$ cat src/rtl/inst_mem_loadable.sv
// Byte-addressed instruction memory with a registered 32-bit fetch port and a serial image loader.
// Optional fetch fault detection (misaligned / out-of-range) is enabled by defining INST_MEM_FAULT_EN.
module inst_mem_loadable #(
    parameter int unsigned DEPTH_BYTES = 256,
    parameter int unsigned ADDR_W      = 64
) (
    input  logic              clk,
    input  logic              reset,
    input  logic              fetch_req,
    input  logic [ADDR_W-1:0] Inst_Address,
    output logic [31:0]       Instruction,
    output logic              inst_valid,
    output logic              inst_fault,
    output logic              busy,
    input  logic              load_start,
    input  logic              load_valid,
    input  logic [7:0]        load_byte,
    input  logic              load_last,
    output logic              load_done,
    output logic              load_err
);
    localparam int unsigned AW  = $clog2(DEPTH_BYTES);
    localparam int unsigned PW  = AW + 1;
    localparam logic [31:0] NOP = 32'h0000_0013;

    typedef enum logic {
        RUN  = 1'b0,
        LOAD = 1'b1
    } state_t;

    state_t        state;
    logic [7:0]    mem [DEPTH_BYTES];
    logic [PW-1:0] ptr;
    logic [AW-1:0] idx;
    logic [31:0]   rd_word_c;
    logic          fault_c;
    logic          ovf_c;
    logic          wr_en_c;

    // Little-endian word assembly; byte indices wrap within the array.
    assign idx       = Inst_Address[AW-1:0];
    assign rd_word_c = {mem[idx + AW'(3)], mem[idx + AW'(2)], mem[idx + AW'(1)], mem[idx]};

`ifdef INST_MEM_FAULT_EN
    assign fault_c = (Inst_Address[1:0] != 2'b00) || (Inst_Address >= ADDR_W'(DEPTH_BYTES));
`else
    logic unused_addr_bits;
    assign fault_c          = 1'b0;
    assign unused_addr_bits = ^Inst_Address[ADDR_W-1:AW];
`endif

    // Pointer one past the last byte means the image has overflowed.
    assign ovf_c   = (ptr == PW'(DEPTH_BYTES));
    assign wr_en_c = (state == LOAD) && load_valid && !load_start && !ovf_c;
    assign busy    = (state == LOAD);

    // Storage deliberately has no reset so images survive a reset.
    always_ff @(posedge clk) begin
        if (wr_en_c) begin
            mem[ptr[AW-1:0]] <= load_byte;
        end
    end

    always_ff @(posedge clk or negedge reset) begin
        if (!reset) begin
            state       <= RUN;
            ptr         <= '0;
            Instruction <= '0;
            inst_valid  <= 1'b0;
            inst_fault  <= 1'b0;
            load_done   <= 1'b0;
            load_err    <= 1'b0;
        end else begin
            inst_valid <= 1'b0;
            load_done  <= 1'b0;
            case (state)
                RUN: begin
                    if (load_start) begin
                        state    <= LOAD;
                        ptr      <= '0;
                        load_err <= 1'b0;
                    end else if (fetch_req) begin
                        inst_valid  <= 1'b1;
                        inst_fault  <= fault_c;
                        Instruction <= fault_c ? NOP : rd_word_c;
                    end
                end
                LOAD: begin
                    if (load_start) begin
                        ptr      <= '0;
                        load_err <= 1'b0;
                    end else if (load_valid) begin
                        if (ovf_c) begin
                            load_err <= 1'b1;
                        end else begin
                            ptr <= ptr + PW'(1);
                        end
                        if (load_last) begin
                            state     <= RUN;
                            load_done <= 1'b1;
                        end
                    end
                end
                default: state <= RUN;
            endcase
        end
    end
endmodule

$ cat config.mk
export PLATFORM = sky130hd
export DESIGN_NAME = inst_mem_loadable
export DESIGN_NICKNAME = d
export VERILOG_FILES = /design/src/rtl/inst_mem_loadable.sv
export SDC_FILE = /design/constraint.sdc
export NUM_CORES = 2
export LEC_CHECK = 0
export CAP_MARGIN = 30
export CORE_ASPECT_RATIO = 2
export CORE_MARGIN = 2
export CORE_UTILIZATION = 55
export CTS_CLUSTER_SIZE = 12
export DETAILED_ROUTE_END_ITERATION = 8
export PLACE_DENSITY = 0.71
export SLEW_MARGIN = 20
export SYNTH_ARGS = -nofsm -noshare
export SYNTH_HDL_FRONTEND = slang
export SYNTH_SLANG_ARGS = --single-unit
$ cat constraint.sdc
create_clock -name clk -period 7.1 [get_ports clk]
set_input_delay 1.065 -clock clk [delete_from_list [all_inputs] [get_ports clk]]
set_output_delay 1.065 -clock clk [all_outputs]
set_load 0.05 [all_outputs]
---- Word-level counts from Yosys, hierarchy flattened ----
Memories as Yosys holds them, arrays and structs flattened. A register that Yosys moved wholly into a read port is not among the register bits.
Cells that the tools add are included.
operators by class
  $add $sub $neg .......................... 4
  multiplexer cells ....................... 24
  bitwise operators ....................... 2
  equality and inequality tests ........... 5
  reduce and logical (&&, ||, !) cells .... 12
operators with widths
  kind                                                   count
  two-way mux 9 bit                                      4
  case mux 9 bit (2 select lines)                        1
  two-way mux 1 bit                                      17
  adder 8 x 2 -> 8 bit, second input constant            2
  adder 9 x 1 -> 9 bit, second input constant            1
  equality test 9 bit, second input constant             1
  AND reduction 3 bit                                    3
  adder 8 x 1 -> 8 bit, second input constant            1
  logical NOT 1 bit                                      6
  inequality test 3 bit, second input constant           2
  case mux 1 bit (2 select lines)                        2
  logical AND 1 bit                                      3
  inequality test 3 x 2 -> 1 bit, second input constant  1
  inequality test 2 bit, second input constant           1
  NOT 1 bit                                              2
storage, ports and cells
  bits in writable memories ............... 2048
  memories ................................ 1
  input port bits ......................... 78
  logic and storage cells ................. 53
  flip-flop bits (word level) ............. 13
memories
  memory  words  width  read ports  clocked after Yosys merged registers in  wr ports  RTL line  text
  mem     256    8      4           4                                        1         32        logic [7:0] mem [DEPTH_BYTES];

---- Depth between registers and ports, before layout ----
  depth after elaboration ................. 5
  mapped depth ............................ 21
  mapped depth without buffers ............ 9

---- Worst setup path after synthesis ----
Ideal clock, no wire load.
  kind .................................... input to register
  start ................................... input Inst_Address[0]
  end ..................................... register Instruction[30], read port of mem
  library setup time ...................... 0.132 ns
  path buffers ............................ 11
  stages on the path ...................... 18
  arrival ................................. 4.779 ns
  path slack .............................. 2.189 ns
  data required time ...................... 6.968 ns
  path through ............................ buf_6 buf_8 buf_12 buf_6 inv_2 buf_6 buf_4 clkbuf_1 ha_1 buf_2 buf_4 buf_2 buf_1 mux4_2 mux4_2 a22o_1 o21ai_0 nand4_1
on the way
  word-level cells in the longest chain between the ends .. 1
ends and longest elaborated chain
  item                  RTL line  text
  from (decl)           10        input logic [ADDR_W-1:0] Inst_Address,
  adder 8 x 2 -> 8 bit  42        assign rd_word_c = {mem[idx + AW'(3)], mem[idx + AW'(2)], mem[idx + AW'(1)], mem[idx]};
  to (decl)             11        output logic [31:0] Instruction,
Every way passes these cells.
A chain may end at the register's enable or synchronous reset.

---- Worst setup path in the final report ----
  start ................................... input Inst_Address[0]
  end ..................................... register Instruction[24], read port of mem
Same word-level chain as after synthesis.

==> flow_metrics.env <==
export IMPL_hold_path_class="in -> async"
export IMPL_synth_cell_types=74
export IMPL_area_growth_pct=8.795
export IMPL_avgSynthCellArea_um2=17.32
export IMPL_synth_top_area_cell="edfxtp_1"
export IMPL_path_cells="buf_16, inv_6, ha_4, buf_12, mux4_2, mux4_2, a22o_1, o21ai_1, o2111ai_1"
export IMPL_drv_cap=0
export IMPL_start_util_pct=55.24
export IMPL_ir_drop_v=0.0002117
export IMPL_yosysWarnings=0
export IMPL_cts_resized=0
export IMPL_core_um2=237100
export IMPL_async_flop_share_pct=2.150
export IMPL_setup_tns_ps=0
export IMPL_cts_buffers_inserted=209
export IMPL_gp_congestion=1.034
export IMPL_max_freq_mhz=190.2
export IMPL_synth_area_leaders="edfxtp_1 47%, mux4_2 38%, nand2_1 2.2%"
export IMPL_cp_start_kind="input pin"
export IMPL_synth_seq_area_share_pct=47.81
export IMPL_p_leak_nw=44.69
export IMPL_holdBufCountCts=0
export IMPL_violations="DRC"
export IMPL_die_x_um=349.1
export IMPL_end_kind="register"
export IMPL_worst_pin_slew_ps=1168
export IMPL_place_area_um2=136300
export IMPL_synthFlopType="edfxtp_1"
export IMPL_grt_ovfl_total=0
export IMPL_clockBufferDepth=4
export IMPL_setup_worst_path_start="Inst_Address[0]"
export IMPL_crit_fanout=86
export IMPL_synth_top_area_share_pct=46.95
export IMPL_syn_nets=7648
export IMPL_synth_edf_count=2048
export IMPL_fin_crit_sh_pct=74.06
export IMPL_nets=7651
export IMPL_worstSetupPathType="in -> reg"
export IMPL_critical_path_required_ps=7850
export IMPL_cts_sinks=2093
export IMPL_wirelength_um=487100
export IMPL_dieArea_um2=242300
export IMPL_run_status="complete, but fails checks"
export IMPL_setup_violations=0
export IMPL_postSynthCellCount=7562
export IMPL_r2r_slack_ps=2820
export IMPL_ant_nets=0
export IMPL_rsz0062_at_grt="no"
export IMPL_grt_antenna_before_repair=44
export IMPL_wl_per_cell_um=45.36
export IMPL_drv_slew=0
export IMPL_syn_area_um2=131000
export IMPL_hold_viol=0
export IMPL_die_h_um=694.1
export IMPL_grt_usage_pct=40.58
export IMPL_fin_crit_ps=5258
export IMPL_htree_num_levels=4
export IMPL_grt_max_degree=169
export IMPL_clkLatencyLatePin_ps=930
export IMPL_r2r_start="ptr[0]$_DFFE_PN0P_"
export IMPL_io_pins=115
export IMPL_yosysMostFrequentCell="mux4_2"
export IMPL_detail_route_iter0_violations=14450
export IMPL_rows=253
export IMPL_post_cts_buffers=0
export IMPL_fin_area_um2=142500
export IMPL_maxSlewHeadroom_pct=21.62
export IMPL_cts_tree="built"
export IMPL_drc=5
export IMPL_numPortBuffers=57
export IMPL_drive_above_1_share_pct=40.58
export IMPL_hpwl_um=331900
export IMPL_vias=90660
export IMPL_clk_pin_slew_ps=70
export IMPL_crit_slowest_cell="ha_4"
export IMPL_cpPeakStageDelay_ps=1060
export IMPL_finalClockSkew_ps=76.66
export IMPL_grt_pass1_vias=89260
export IMPL_dr_pass1_iters=9
export IMPL_crit_arrival_ps=6000
export IMPL_viasPerCell=8.442
export IMPL_p_per_area_nw_per_um2=209.3
export IMPL_root_buffer="clkbuf_16"
export IMPL_crit_top_cell="mux4_2"
export IMPL_grt_pass1_wl_um=680400
export IMPL_ys_top_cells_by_count="2237 x mux4_2, 2048 x edfxtp_1, 752 x nand2_1, 350 x nor2_1, 341 x clkbuf_1"
export IMPL_ys_ff_latch=2093
registers in the layout (all words and copies together) (netlist names):
register	cells
ptr	9
Instruction	32
mem	2048
inst_valid	1
busy	1
load_done	1
load_err	1
cell usage in the layout, fill, tap and decap left out, types with 41 or more instances in the layout:
master	n
buf_12	55
edfxtp_1	2048
nand3_1	213
nor3_1	59
nor2_1	305
clkdlybuf4s50_1	41
clkbuf_1	50
mux4_2	2237
mux2i_1	256
a21oi_1	63
clkbuf_16	211
buf_4	426
nand2_1	735
dfrtp_1	45
a22o_1	41
nand4_1	151
o21ai_0	55
a32oi_1	68
critical path: cells and delay by family:
| kind | cells | cell delay [ps] |
|---|---|---|
| buffers and inverters | 3 | 1230 |
| multiplexers | 2 | 970 |
| AO/OA/AOI/OAI | 3 | 1370 |
| adder cells (fa/ha/maj) | 1 | 1060 |
layer usage:
metal  GRT usage (%)  routed length (um)
met2           62.24              226300
met1           43.22              131800
met3           13.52               65460
met4           40.36               63260
met5         0.08082                 285
area by class of cell:
type	count	area, um2
clock inverters	36	237.7
clock buffers	266	5537
inverters	23	111.4
well taps	3060	3829
diodes	23	57.56
repair buffers	563	5207
multi-input cells	4675	64890
fillers	16790	94600
flip-flops and latches	2093	62630
through the flow:
stage	total power, mW	worst slack, ps	hold slack [ps]	cells	utilization [%]
final	29.82	1842	301.5	10740	60.10
after global routing	30.27	1866	355.0	10720	60.08
after CTS	29.58	2090	299.6	10690	59.94
after detailed placement	19.57	1146	588.6	10390	57.50
after global placement	19.49	1192	546.8	10350	57.34
after floorplan	17.54	2189	522.9	7562	-
worst paths after layout:
check	cells after the start	to
min in group clk	2	load_err$_DFFE_PN0P_
hold reg to reg	2	load_err$_DFFE_PN0P_
setup reg to reg	7	mem[75][5]$_DFFE_PP_
max in group asynchronous	2	Instruction[4]$_DFFE_PN0P_
setup / recovery	9	Instruction[24]$_DFFE_PN0P_
hold / removal	2	busy$_DFF_PN0_
cells by family (layout without fill, tap and decap cells):
family / Yosys count / count (layout) / synth area share, %
buffers and inverters: 794 / 888 / 3.021
xor gates and xnor gates: 26 / 26 / 0.1911
muxes: 2505 / 2505 / 40.56
AOI/OAI and AO/OA: 503 / 503 / 2.880
and+or+nand+nor: 1632 / 1632 / 5.457
adders and majority gates: 8 / 8 / 0.07642
DFF: 2093 / 2093 / 47.81
other: 1 / 24 / 0.002863
power by group:
group,internal [mW],switching (mW),leakage (nW)
registers,13.6,0.162,18.9
logic,2.31,3.48,22.9
clock network,5.47,4.78,2.82
total,21.4,8.43,44.7
Note: power is estimated with default switching activity, not from simulation.
